<file path="src/rtl/ram_port_arbiter.sv">
// Two-master arbiter for a single-port data RAM: the CPU data path and an
// external loader/debug port share one RAM port. Ownership is registered and
// the RAM port is driven only by the current owner. While both masters want
// the port, the external side may hold it for a bounded burst before the CPU
// gets one access.
module ram_port_arbiter #(
  parameter int ADDR_W    = 5,
  parameter int DATA_W    = 32,
  parameter int MAX_BURST = 4
) (
  input  logic              clk,
  input  logic              reset,
  input  logic              cpu_req,
  input  logic              cpu_we,
  input  logic [ADDR_W-1:0] cpu_addr,
  input  logic [DATA_W-1:0] cpu_wdata,
  output logic [DATA_W-1:0] cpu_rdata,
  output logic              cpu_stall,
  input  logic              ext_req,
  input  logic              ext_we,
  input  logic [ADDR_W-1:0] ext_addr,
  input  logic [DATA_W-1:0] ext_wdata,
  output logic [DATA_W-1:0] ext_rdata,
  output logic              ext_gnt,
  output logic              ram_we,
  output logic [ADDR_W-1:0] ram_addr,
  output logic [DATA_W-1:0] ram_wdata,
  input  logic [DATA_W-1:0] ram_rdata,
  output logic [15:0]       conflict_cnt
);

  typedef enum logic [1:0] {
    OWN_NONE = 2'd0,
    OWN_CPU  = 2'd1,
    OWN_EXT  = 2'd2
  } owner_t;

  // One spare bit so the counter can pass the limit without wrapping.
  localparam int BW = $clog2(MAX_BURST) + 1;
  localparam logic [BW-1:0] BURST_LAST = BW'(MAX_BURST - 1);
  localparam logic [BW-1:0] BURST_SAT  = {BW{1'b1}};

  owner_t            owner_r;
  owner_t            last_served_r;
  owner_t            next_owner_s;
  logic [BW-1:0]     burst_cnt_r;
  logic [15:0]       conflict_cnt_r;
  logic              served_s;
  logic              mux_we_s;
  logic [ADDR_W-1:0] mux_addr_s;
  logic [DATA_W-1:0] mux_wdata_s;

  // RAM port is sourced from the current owner only; an idle port is all zero.
  always_comb begin
    mux_we_s    = 1'b0;
    mux_addr_s  = {ADDR_W{1'b0}};
    mux_wdata_s = {DATA_W{1'b0}};
    case (owner_r)
      OWN_CPU: begin
        mux_we_s    = cpu_req & cpu_we;
        mux_addr_s  = cpu_addr;
        mux_wdata_s = cpu_wdata;
      end
      OWN_EXT: begin
        mux_we_s    = ext_req & ext_we;
        mux_addr_s  = ext_addr;
        mux_wdata_s = ext_wdata;
      end
      default: begin
        mux_we_s    = 1'b0;
        mux_addr_s  = {ADDR_W{1'b0}};
        mux_wdata_s = {DATA_W{1'b0}};
      end
    endcase
  end

  // Reset overrides the handshake so an in-flight access can never write.
  assign ram_we       = reset ? 1'b0 : mux_we_s;
  assign ram_addr     = mux_addr_s;
  assign ram_wdata    = mux_wdata_s;
  assign cpu_rdata    = ram_rdata;
  assign ext_rdata    = ram_rdata;
  assign cpu_stall    = reset ? cpu_req : (cpu_req & (owner_r != OWN_CPU));
  assign ext_gnt      = reset ? 1'b0    : (ext_req & (owner_r == OWN_EXT));
  assign conflict_cnt = conflict_cnt_r;

  // An access completes when its master owns the port and still requests.
  assign served_s = ((owner_r == OWN_CPU) & cpu_req) |
                    ((owner_r == OWN_EXT) & ext_req);

  // Choose the owner for the next cycle from the current requests.
  always_comb begin
    next_owner_s = OWN_NONE;
    case ({cpu_req, ext_req})
      2'b00: next_owner_s = OWN_NONE;
      2'b10: next_owner_s = OWN_CPU;
      2'b01: next_owner_s = OWN_EXT;
      2'b11: begin
        case (owner_r)
          OWN_CPU: next_owner_s = OWN_EXT;
          OWN_EXT: begin
            // >= rather than == so a long solo EXT run cannot starve the CPU.
            if (burst_cnt_r >= BURST_LAST) begin
              next_owner_s = OWN_CPU;
            end else begin
              next_owner_s = OWN_EXT;
            end
          end
          OWN_NONE: begin
            if (last_served_r == OWN_EXT) begin
              next_owner_s = OWN_CPU;
            end else begin
              next_owner_s = OWN_EXT;
            end
          end
          default: next_owner_s = OWN_NONE;
        endcase
      end
      default: next_owner_s = OWN_NONE;
    endcase
  end

  // Ownership state, fairness history, burst length and conflict statistics.
  always_ff @(posedge clk) begin
    if (reset) begin
      owner_r        <= OWN_NONE;
      last_served_r  <= OWN_EXT;
      burst_cnt_r    <= {BW{1'b0}};
      conflict_cnt_r <= 16'd0;
    end else begin
      owner_r <= next_owner_s;

      if (served_s) begin
        last_served_r <= owner_r;
      end else begin
        last_served_r <= last_served_r;
      end

      if (next_owner_s != OWN_EXT) begin
        burst_cnt_r <= {BW{1'b0}};
      end else if ((owner_r == OWN_EXT) && ext_req && (burst_cnt_r != BURST_SAT)) begin
        burst_cnt_r <= burst_cnt_r + {{(BW-1){1'b0}}, 1'b1};
      end else begin
        burst_cnt_r <= burst_cnt_r;
      end

      if (cpu_stall && (conflict_cnt_r != 16'hFFFF)) begin
        conflict_cnt_r <= conflict_cnt_r + 16'd1;
      end else begin
        conflict_cnt_r <= conflict_cnt_r;
      end
    end
  end

endmodule

</file>
<file path="config.mk">
export PLATFORM = sky130hd
export DESIGN_NAME = ram_port_arbiter
export DESIGN_NICKNAME = d
export VERILOG_FILES = /design/src/rtl/ram_port_arbiter.sv
export SDC_FILE = /design/constraint.sdc
export NUM_CORES = 1
export LEC_CHECK = 0
export BUFFER_PORTS_ARGS = -buffer_cell sky130_fd_sc_hd__buf_2
export CAP_MARGIN = 20
export CELL_PAD_IN_SITES_DETAIL_PLACEMENT = 1
export CELL_PAD_IN_SITES_GLOBAL_PLACEMENT = 1
export CORE_MARGIN = 2
export CORE_UTILIZATION = 24
export CTS_BUF_LIST = sky130_fd_sc_hd__clkbuf_2 sky130_fd_sc_hd__clkbuf_4 sky130_fd_sc_hd__clkbuf_8
export DETAILED_ROUTE_END_ITERATION = 6
export GPL_TIMING_DRIVEN = 0
export MAX_ROUTING_LAYER = met4
export PLACE_DENSITY_LB_ADDON = 0.1
export RECOVER_POWER = 25
export SLEW_MARGIN = 20
export SYNTH_ARGS = -nofsm -noshare
export SYNTH_HDL_FRONTEND = slang
export SYNTH_SLANG_ARGS = --single-unit
export TNS_END_PERCENT = 1
</file>
<file path="constraint.sdc">
create_clock -name clk -period 2.2 [get_ports clk]
set_input_delay 0.44 -clock clk [delete_from_list [all_inputs] [get_ports clk]]
set_output_delay 0.44 -clock clk [all_outputs]
set_load 0.05 [all_outputs]
</file>
-- Yosys cells after proc, flatten, opt, wreduce, memory -nomap -nowiden
Cells that the tools add are included.
- $add $sub $neg: 2
- eq/ne operators: 10
- reduce and logical (&&, ||, !) cells: 6
- $lt $le $gt $ge: 1
- muxes and demuxes: 10
- bitwise logic cells: 6
- operator list (kind ; number):
    32-bit case mux with 2 select lines ; 1
    16-bit by 1-bit adder with 16-bit output, second input constant ; 1
    16-bit != test, second input constant ; 1
    5-bit case mux with 2 select lines ; 1
    2-bit == test, second input constant ; 4
    2-bit case mux with 4 select lines ; 1
    2-bit case mux with 3 select lines ; 1
    1-bit AND ; 5
    2-bit by 1-bit == test with 1-bit output, second input constant ; 2
    2-bit logical NOT ; 2
    2-bit 2-to-1 mux ; 2
    3-bit by 1-bit adder with 3-bit output, second input constant ; 1
    3-bit by 2-bit greater-or-equal comparator with 1-bit output, second input constant ; 1
    1-bit logical AND ; 3
    1-bit 2-to-1 mux ; 3
    3-bit != test, second input constant ; 1
    2-bit by 1-bit != test with 1-bit output, second input constant ; 1
    2-bit != test, second input constant ; 1
    1-bit case mux with 2 select lines ; 1
    2-bit OR reduction ; 1
    1-bit OR ; 1
- input bits: 112
- register bits after elaboration: 23
- logic and storage cells: 39
- output and inout port bits: 120

-- Depth between registers and ports, before layout
Gate-level depths: netlist (run 1).
- depth in word-level cells: 6
- depth in mapped cells: 8
- gate-level depth less buffers: 7

-- Worst setup path before layout (run 1)
No wires, ideal clock.
- path kind: register to output
- from: register owner_r[1]
- to: output port ram_we
- data arrival time: 2.433 ns
- path buffers: 2
- stages on the path, launching flop included: 7
- data required time: 1.760 ns
- setup slack: -0.673 ns
- cell sequence: dfxtp_1 > inv_1 > ha_1 > clkbuf_1 > clkbuf_1 > a31oi_1 > nor3b_1
- longest elaborated chain between the ends: 3
- RTL lines (what ; line ; text):
    from (decl) ; 43 ; owner_t owner_r;
    from (signal assigned) ; 131 ; owner_r <= next_owner_s;
    2-bit == test / 2-bit by 1-bit == test with 1-bit output (equally long branches) ; 58 ; case (owner_r)
    1-bit case mux with 2 select lines (*) ; 58 ;
    1-bit 2-to-1 mux (*) ; 78 ; assign ram_we = reset ? 1'b0 : mux_we_s;
    to (decl) ; 25 ; output logic ram_we,
Mark *: on every way between the ends. The rest lies on a longest branch, timed or not.

-- Worst setup path in the final report (run 1)
Ends and elaborated chain as after synthesis.

==> impl_metrics.tcl, run 1 <==
set metrics [dict create \
    io_buffers 198 \
    sw_frac_of_total 0.447 \
    status "completed" \
    relSlewSlack 0.601 \
    setup_viol 0 \
    min_period_ns 2.16 \
    power.density_nw_per_um2 404 \
    clock-sinks 23 \
    rows 36 \
    layout_setup_ws_ns 0.0417 \
    synth_edf_count 0 \
    grt_max_degree 14 \
    netlist_area_sq_um 2380 \
    cts_hold_buf 0 \
    cts_made_buffers 3 \
    synth_top_area_frac 0.205 \
    nets 626 \
    grt_use_total 0.162 \
    ctsLongestPathBuffers 2 \
    hp-class "input pin to flip-flop" \
    vias 2913 \
    synth_seq_cells 23 \
    routed_via_density 4.57 \
    drt_iter0_drc 96 \
    rsz0062_at_grt "true" \
    cpPeakStageDelay_ns 0.36 \
    core_area_sq_um 9680 \
    ys_warn_count 0 \
    wirelength_um 8950 \
    antenna_cells 0 \
    seq_area_frac_synth 0.194 \
    cp.arrival_ns 1.72 \
    wl_per_cell_um 14.0 \
    post-place-ws_ns -0.515 \
    die_y_um 104 \
    seq_power_share 0.276 \
    synthesis.instances 302 \
    cts.clk_slew.worst_paths_ns 0.09 \
    required_ns 1.76 \
    cp_slowest_cell "dfxtp_2" \
    whs_ns 0.412 \
    synthFlopType "dfxtp_1" \
    p_leak_nw 1.84 \
    ys_types 43 \
    final_area_sq_um 3950 \
    n_fill_cell 1258 \
    grt_pass1_wl_um 14200 \
    async_reset_ff_frac 0 \
    slew_viol_final 0 \
    placed_cell_area_sq_um 3620 \
    drc_errors 0 \
    synth.largest_area_cell "buf_4" \
    max_freq_mhz 463 \
    grt_pass1_vias 2913 \
    finalHoldViolCount 0 \
    syn_to_final_growth_pct 66.1 \
    end_kind "primary output" \
    antenna_found_initial 0 \
    cp_common_cell "clkbuf_8" \
    p_comb_frac 0.550 \
    die_area_sq_um 10700 \
    power_switching_uw 713 \
    critical_path.max_fanout 10 \
    layout-drive-gt1-share 0.594 \
    die_w_um 104 \
    finalCritPeriodShare 0.981 \
    grt.overflow.total 0 \
    intPower_uw 880 \
    initial_core_util 0.245 \
    route.antenna.remaining_nets 0 \
    firstDrtPassIters 4 \
    cp_cell_sequence "inv_2 -> ha_4 -> clkbuf_8 -> clkbuf_8 -> a31oi_2 -> nor3b_4 -> buf_6" \
    crit_path_start_kind "flip-flop" \
    ios 232 \
    max_cap_viol_count 0 \
    hpwlAfterDp_um 7410 \
    synth_area_per_cell_sq_um 7.87 \
    final_common_cell "buf_2" \
    reg2reg_slack_ns 0.19 \
    most-common-layout-cells "142 x buf_2, 75 x buf_4, 30 x clkbuf_1" \
    syn_nets 422 \
    synth.area.top_cells "buf_4 21%, dfxtp_1 19%, a22oi_1 12%" \
    cts-root-buf "clkbuf_8" \
    tightest_slew_ns 0.601 \
    critPathKind "flip-flop to primary output" \
    finClkSkew_ns 0.00300 \
    routabilityCongestion 0.720 \
    ir_drop_mv 0.204 \
    htreeDepth 1 \
    clk_latency_ns 0.27 \
    cts_tree "yes" \
    pwr-share-clk 0.174 \
    p_total_mw 1.59 \
]
==> registers in the layout, indices dropped and copies added (netlist names) <==
| signal | flops |
|---|---|
| owner_r | 2 |
| burst_cnt_r | 3 |
| conflict_cnt | 16 |
| last_served_r | 2 |
==> cells by family after synthesis <==
family	count (synthesis)	synth area share
buf+inv	88	0.254
flops	23	0.194
mux	6	0.0279
simple gates	107	0.268
compound gates	69	0.211
xor+xnor	1	0.00369
fa+ha+maj	8	0.0421
==> path summary, 6_finish.rpt <==
| check | end | cells after the start | from |
|---|---|---|---|
| max | ram_we | 7 | owner_r[1] |
| min | owner_r[0] | 3 | cpu_req |
| max reg2reg | conflict_cnt[10] | 5 | conflict_cnt[0] |
| min reg2reg | last_served_r[1] | 1 | last_served_r[1] |
==> routing by layer <==
layer  routed length (um)  part of all wire  global-route usage  vias to the layer above
met5                    0                 0                   -                        -
li1                     -                 -                   -                     1415
met2                 4730              0.53               0.300                      122
met3                  643             0.072              0.0283                        9
met1                 3460              0.39               0.183                     1367
met4                  107             0.012              0.0319                        0
==> layout make-up <==
cell class | instances | area [sq um] | area share
tap | 133 | 166 | 0.0422
inverter | 5 | 18.8 | 0.00476
buffer | 82 | 656 | 0.166
clock buffer | 3 | 41.3 | 0.0105
clock inverter | 1 | 5.00 | 0.00127
timing repair buffer | 200 | 1110 | 0.281
multi-input combinational | 191 | 1490 | 0.377
sequential | 23 | 465 | 0.118
==> worst max-delay path: cells and delay by family, from the launching register on <==
family,cells,cell delay [ns]
buffers and inverters,4,0.63
flip-flops,1,0.36
AND/OR/NAND/NOR,1,0.19
adder cells (fa/ha/maj),1,0.15
AO/OA/AOI/OAI,1,0.11
==> synthesized netlist by cell type, types with 2 or more instances <==
| library cell | instances |
|---|---|
| buf_4 | 65 |
| nor2b_1 | 41 |
| a22oi_1 | 38 |
| dfxtp_1 | 23 |
| nor2_1 | 14 |
| clkbuf_1 | 13 |
| a21oi_1 | 11 |
| nand2_1 | 10 |
| ha_1 | 8 |
| nand2b_1 | 6 |
| nand3_1 | 6 |
| inv_1 | 5 |
| mux2_2 | 5 |
| o31ai_1 | 5 |
| or4_1 | 5 |
| a211oi_1 | 4 |
| buf_6 | 4 |
| nand4_1 | 4 |
| nor3_1 | 4 |
| nor4_1 | 3 |
| a41oi_1 | 2 |
| and2_1 | 2 |
| and3_1 | 2 |
| and4_1 | 2 |
| nor3b_1 | 2 |
==> power groups by stage <==
stage / sequential (mW) / clock, mW / combinational, mW
detailed placement: 0.448 / 0 / 0.821
finish: 0.439 / 0.277 / 0.876
floorplan: 0.457 / 0 / 0.606
global placement: 0.447 / 0 / 0.809
CTS: 0.439 / 0.288 / 0.880
global route: 0.442 / 0.310 / 0.922
==> per-stage QoR <==
step / utilization / TNS, ns / instances
after floorplan: - / -2.91 / 302
after global placement: 0.374 / -6.00 / 633
after detailed placement: 0.374 / -7.62 / 633
after CTS: 0.404 / -0.0301 / 636
after global routing: 0.407 / -0.203 / 638
final: 0.407 / 0 / 638
==> timing repair <==
item                       CTS  global route
gates cloned                 0             0
setup endpoints to repair   39            39
buffers inserted             0             2
pin swaps                    0             1
resized for setup           79            19
Power figures use the tool's default switching activity.
==> run 2, diff against run 1 <==
Settings changed: ABC_AREA from default to 1, CORE_UTILIZATION 24 to 20.
Clock period 2.2 ns to 1.8 ns, I/O delays scaled along.
==> impl_metrics.tcl, run 2 <==
set metrics [dict create \
    rsz0062_at_grt "true" \
    ctsLongestPathBuffers 2 \
    clk_latency_ns 0.26 \
    finClkSkew_ns 0.00310 \
    final_common_cell "buf_2" \
    required_ns 1.44 \
    die_w_um 112 \
    max_freq_mhz 505 \
    p_leak_nw 2.12 \
    synth.largest_area_cell "nand2_1" \
    tightest_slew_ns 0.596 \
    power.density_nw_per_um2 468 \
    cts_tree "yes" \
    p_total_mw 2.20 \
    synthTopCellsByCount "145 x nand2_1, 64 x buf_4, 54 x a21oi_1, 28 x nor2_1, 23 x dfxtp_1" \
    syn_nets 513 \
    synth_top_area_frac 0.233 \
    route.antenna.remaining_nets 0 \
    min_period_ns 1.98 \
    cp.arrival_ns 1.62 \
    hp-class "input pin to flip-flop" \
    cts_hold_buf 0 \
    synth_area_per_cell_sq_um 5.95 \
    end_kind "primary output" \
    antenna_cells 0 \
    post-place-ws_ns -0.351 \
    power_switching_uw 988 \
    cts_made_buffers 3 \
    intPower_mw 1.21 \
    netlist_area_sq_um 2340 \
    n_fill_cell 1472 \
    die_y_um 112 \
    pwr-share-clk 0.157 \
    violations "negative setup slack" \
    firstDrtPassIters 4 \
    grt_pass1_vias 3266 \
    ys_types 23 \
    ios 232 \
    finalHoldViolCount 0 \
    drc_errors 0 \
    grt.overflow.total 0 \
    hpwlAfterDp_um 8360 \
    synth_seq_cells 23 \
    vias 3197 \
    setup_viol 39 \
    synth.area.top_cells "nand2_1 23%, buf_4 21%, dfxtp_1 20%" \
    finalCritPeriodShare 1.10 \
    grt_use_total 0.161 \
    io_buffers 199 \
    grt_pass1_wl_um 16400 \
    sw_frac_of_total 0.450 \
    rows 39 \
    most-common-layout-cells "136 x buf_2, 124 x nand2_1, 73 x buf_4" \
    max_cap_viol_count 0 \
    antenna_found_initial 0 \
    status "complete, but fails checks" \
    wirelength_um 10400 \
    synthesis.instances 393 \
    seq_power_share 0.242 \
    largest_reg_flops 16 \
    synth_most_common_cell "nand2_1" \
    cts.clk_slew.worst_paths_ns 0.08 \
    critPathKind "flip-flop to primary output" \
    clock-sinks 23 \
    async_reset_ff_frac 0 \
    core_area_sq_um 11400 \
    critical_path.max_fanout 8 \
    drt_iter0_drc 70 \
    syn_to_final_growth_pct 101 \
    routed_via_density 4.23 \
    wl_per_cell_um 13.7 \
    crit_path_start_kind "flip-flop" \
    die_area_sq_um 12600 \
    synth_edf_count 0 \
    htreeDepth 1 \
    nets 734 \
    layout-drive-gt1-share 0.576 \
    initial_core_util 0.205 \
    p_comb_frac 0.601 \
    layout_setup_ws_ns -0.181 \
    routabilityCongestion 0.780 \
    slew_viol_final 0 \
    ir_drop_mv 0.239 \
    seq_area_frac_synth 0.197 \
    synthFlopType "dfxtp_1" \
    cts-root-buf "clkbuf_8" \
    relSlewSlack 0.604 \
    grt_max_degree 13 \
    ys_warn_count 0 \
]
[run 2: changes by cell type after synthesis, sizes merged, moves of 6 or more]
cell	before	now
inv	5	23
nand2b	6	0
a21oi	11	55
nor2b	41	0
nand2	10	145
nor2	14	30
a22oi	38	0
[run 2: worst paths after layout]
path                   startpoint               to  slack, ns  cells past startpoint
hold / removal              reset  conflict_cnt[2]       0.36                      2
setup / recovery       owner_r[1]     ram_wdata[6]      -0.18                      7
setup reg to reg       owner_r[0]  conflict_cnt[9]       0.08                      9
hold reg to reg   conflict_cnt[1]  conflict_cnt[1]       0.50                      2
[run 2: worst max-delay path, stage by stage, from the launching register on]
cell and delay (ns):
dfxtp_4 0.38, inv_4 0.05, ha_4 0.25, inv_2 0.04, clkbuf_16 0.18, buf_16 0.16, a21oi_4 0.13, buf_8 0.16
[run 2: power groups by stage]
stage	Clock, mW	Sequential, mW	Combinational [mW]
floorplan	0	0.554	0.800
global placement	0	0.543	1.06
detailed placement	0	0.543	1.07
CTS	0.370	0.531	1.31
global route	0.381	0.535	1.39
finish	0.345	0.532	1.32
[run 2: final cells by class]
type | instances | area (sq um) | area share
inverter | 23 | 91.3 | 0.0194
clock buffer | 4 | 48.8 | 0.0104
multi-input combinational | 269 | 1710 | 0.363
tap | 143 | 179 | 0.0381
sequential | 23 | 470 | 0.100
buffer | 78 | 726 | 0.154
timing repair buffer | 216 | 1480 | 0.314
[run 2: through the flow]
stage	TNS [ns]	cells	util	area, sq um	hold slack (ns)
5_1_grt	-8.74	756	0.411	4700	0.377
3_5_place_dp	-9.92	735	0.339	3870	0.505
2_1_floorplan	-1.52	393	-	2700	0.429
6_report	-5.68	756	0.411	4700	0.360
4_1_cts	-6.22	753	0.407	4650	0.366
3_3_place_gp	-9.66	735	0.339	3870	0.495
[run 2: kinds of logic after synthesis]
logic type      after synthesis  synth area share
compound gates               62             0.140
xor+xnor                      6            0.0225
fa+ha+maj                     8            0.0428
buf+inv                     101             0.269
flops                        23             0.197
simple gates                193             0.329
[run 2: metal layers]
layer / share of wire / track usage / routed length, um / vias up
li1: - / - / - / 1619
met1: 0.40 / 0.182 / 4120 / 1445
met2: 0.54 / 0.307 / 5560 / 125
met3: 0.058 / 0.0211 / 600 / 8
met4: 0.0084 / 0.0228 / 87 / 0
met5: 0 / - / 0 / -
[run 2: repair_timing]
action                                  in CTS  in global routing
endpoints found under the setup margin      50                 53
buffers inserted                            10                  2
gates cloned                                 4                  1
resized for setup                          161                 12
pin swaps                                    3                  4
==> run 3, diff against run 2 <==
Settings changed: GPL_ROUTABILITY_DRIVEN from default to 1.
Clock period 1.8 ns to 1.65 ns, I/O delays scaled along.
==> impl_metrics.tcl, run 3 (synthesis gave the netlist of run 2 again) <==
set metrics [dict create \
    cts.clk_slew.worst_paths_ns 0.10 \
    clock-sinks 23 \
    p_leak_nw 2.14 \
    die_y_um 112 \
    whs_ns 0.337 \
    status "complete, but fails checks" \
    antenna_cells 0 \
    cts_tree "yes" \
    cts-root-buf "clkbuf_8" \
    end_kind "primary output" \
    drt_iter0_drc 93 \
    grt_pass1_vias 3393 \
    rsz0062_at_grt "true" \
    finClkSkew_ns 0.0138 \
    finalHoldViolCount 0 \
    ir_drop_mv 0.312 \
    relSlewSlack 0.605 \
    hpwlAfterDp_um 8560 \
    drc_errors 0 \
    cp_slowest_cell "dfxtp_4" \
    vias 3253 \
    ctsLongestPathBuffers 2 \
    grt_pass1_wl_um 17100 \
    initial_core_util 0.205 \
    critical_path.max_fanout 9 \
    dp.cells 735 \
    slew_viol_final 0 \
    routabilityCongestion 0.771 \
    critPathKind "flip-flop to primary output" \
    wirelength_um 10900 \
    nets 735 \
    htreeDepth 1 \
    clk_latency_ns 0.27 \
    most-common-layout-cells "138 x buf_2, 118 x nand2_1, 80 x buf_4" \
    layout_setup_ws_ns -0.307 \
    antenna_found_initial 0 \
    final_util 0.419 \
    routed_via_density 4.30 \
    layout-drive-gt1-share 0.603 \
    grt.overflow.total 0 \
    die_w_um 112 \
    tightest_slew_ns 0.595 \
    power.density_nw_per_um2 505 \
    io_buffers 199 \
    syn_to_final_growth_pct 105 \
    wl_per_cell_um 14.4 \
    crit_path_start_kind "flip-flop" \
    rows 39 \
    firstDrtPassIters 4 \
    placed_cell_area_sq_um 4010 \
    tns_ns -11.28 \
    core_area_sq_um 11400 \
    violations "negative setup slack" \
    ios 232 \
    max_cap_viol_count 0 \
    grt_max_degree 15 \
    min_period_ns 1.96 \
    largest_reg_flops 16 \
    route.antenna.remaining_nets 0 \
    die_area_sq_um 12600 \
    hp-class "input pin to flip-flop" \
    setup_viol 48 \
    cts_made_buffers 3 \
    final_common_cell "buf_2" \
    cp_cell_sequence "buf_6 -> ha_4 -> clkbuf_16 -> clkbuf_16 -> nand2_2 -> a21oi_4 -> buf_6" \
    layoutNonFillerInstCount 757 \
    grt_use_total 0.168 \
    cp.arrival_ns 1.63 \
    cts_hold_buf 0 \
    finalCritPeriodShare 1.19 \
    final_area_sq_um 4780 \
    cpPeakStageDelay_ns 0.37 \
    max_freq_mhz 511 \
    required_ns 1.32 \
]
[run 3: cell types whose count changed in the layout (fill, tap and decap cells not counted), sizes merged]
cell and delta:
buf +4, clkbuf -4, inv +1
[run 3: stage by stage]
step / total power, mW / worst slack (ns)
3_3_place_gp: 1.80 / -0.277
5_1_grt: 2.54 / -0.363
4_1_cts: 2.43 / -0.313
3_5_place_dp: 1.81 / -0.308
6_report: 2.41 / -0.307
2_1_floorplan: 1.53 / -0.0625
[run 3: report_power, final]
part	internal, mW	switching, mW	total, mW
sequential	0.567	0.0133	0.580
clock	0.173	0.206	0.379
combinational	0.550	0.906	1.46
[run 3: metal layers]
metal / share of wire / GRT usage / routed length (um) / vias to the layer above
met2: 0.54 / 0.317 / 5920 / 111
met1: 0.39 / 0.194 / 4230 / 1514
met4: 0.010 / 0.0309 / 114 / 0
li1: - / - / - / 1622
met5: 0 / - / 0 / -
met3: 0.056 / 0.0178 / 614 / 6
[run 3: final timing paths]
check | from | to | slack [ns] | cells after the start
worst min register to register | conflict_cnt[1] | conflict_cnt[1] | 0.50 | 2
worst max register to register | owner_r[0] | conflict_cnt[9] | -0.06 | 9
worst max-delay path | owner_r[1] | ram_wdata[3] | -0.31 | 7
worst min-delay path | reset | conflict_cnt[1] | 0.34 | 2
[run 3: area by class of cell]
type	instances	area (sq um)
repair buffers	217	1450
flip-flops and latches	23	472
inverters	23	91.3
clock inverters	1	6.26
well taps	143	179
clock buffers	3	41.3
plain buffers	78	714
fillers	1458	6640
multi-input cells	269	1830
[run 3: timing repair]
item / in CTS / in global routing
gates cloned: 4 / 0
resized for setup: 145 / 20
setup endpoints to repair: 51 / 57
setup buffers: 13 / 1
pin swaps: 9 / 9
[run 3: critical path: cells and delay by family, from the launching register on]
family,cells,cell delay (ns)
simple gates,1,0.07
flops,1,0.37
fa+ha+maj,1,0.15
compound gates,1,0.17
buf+inv,4,0.60
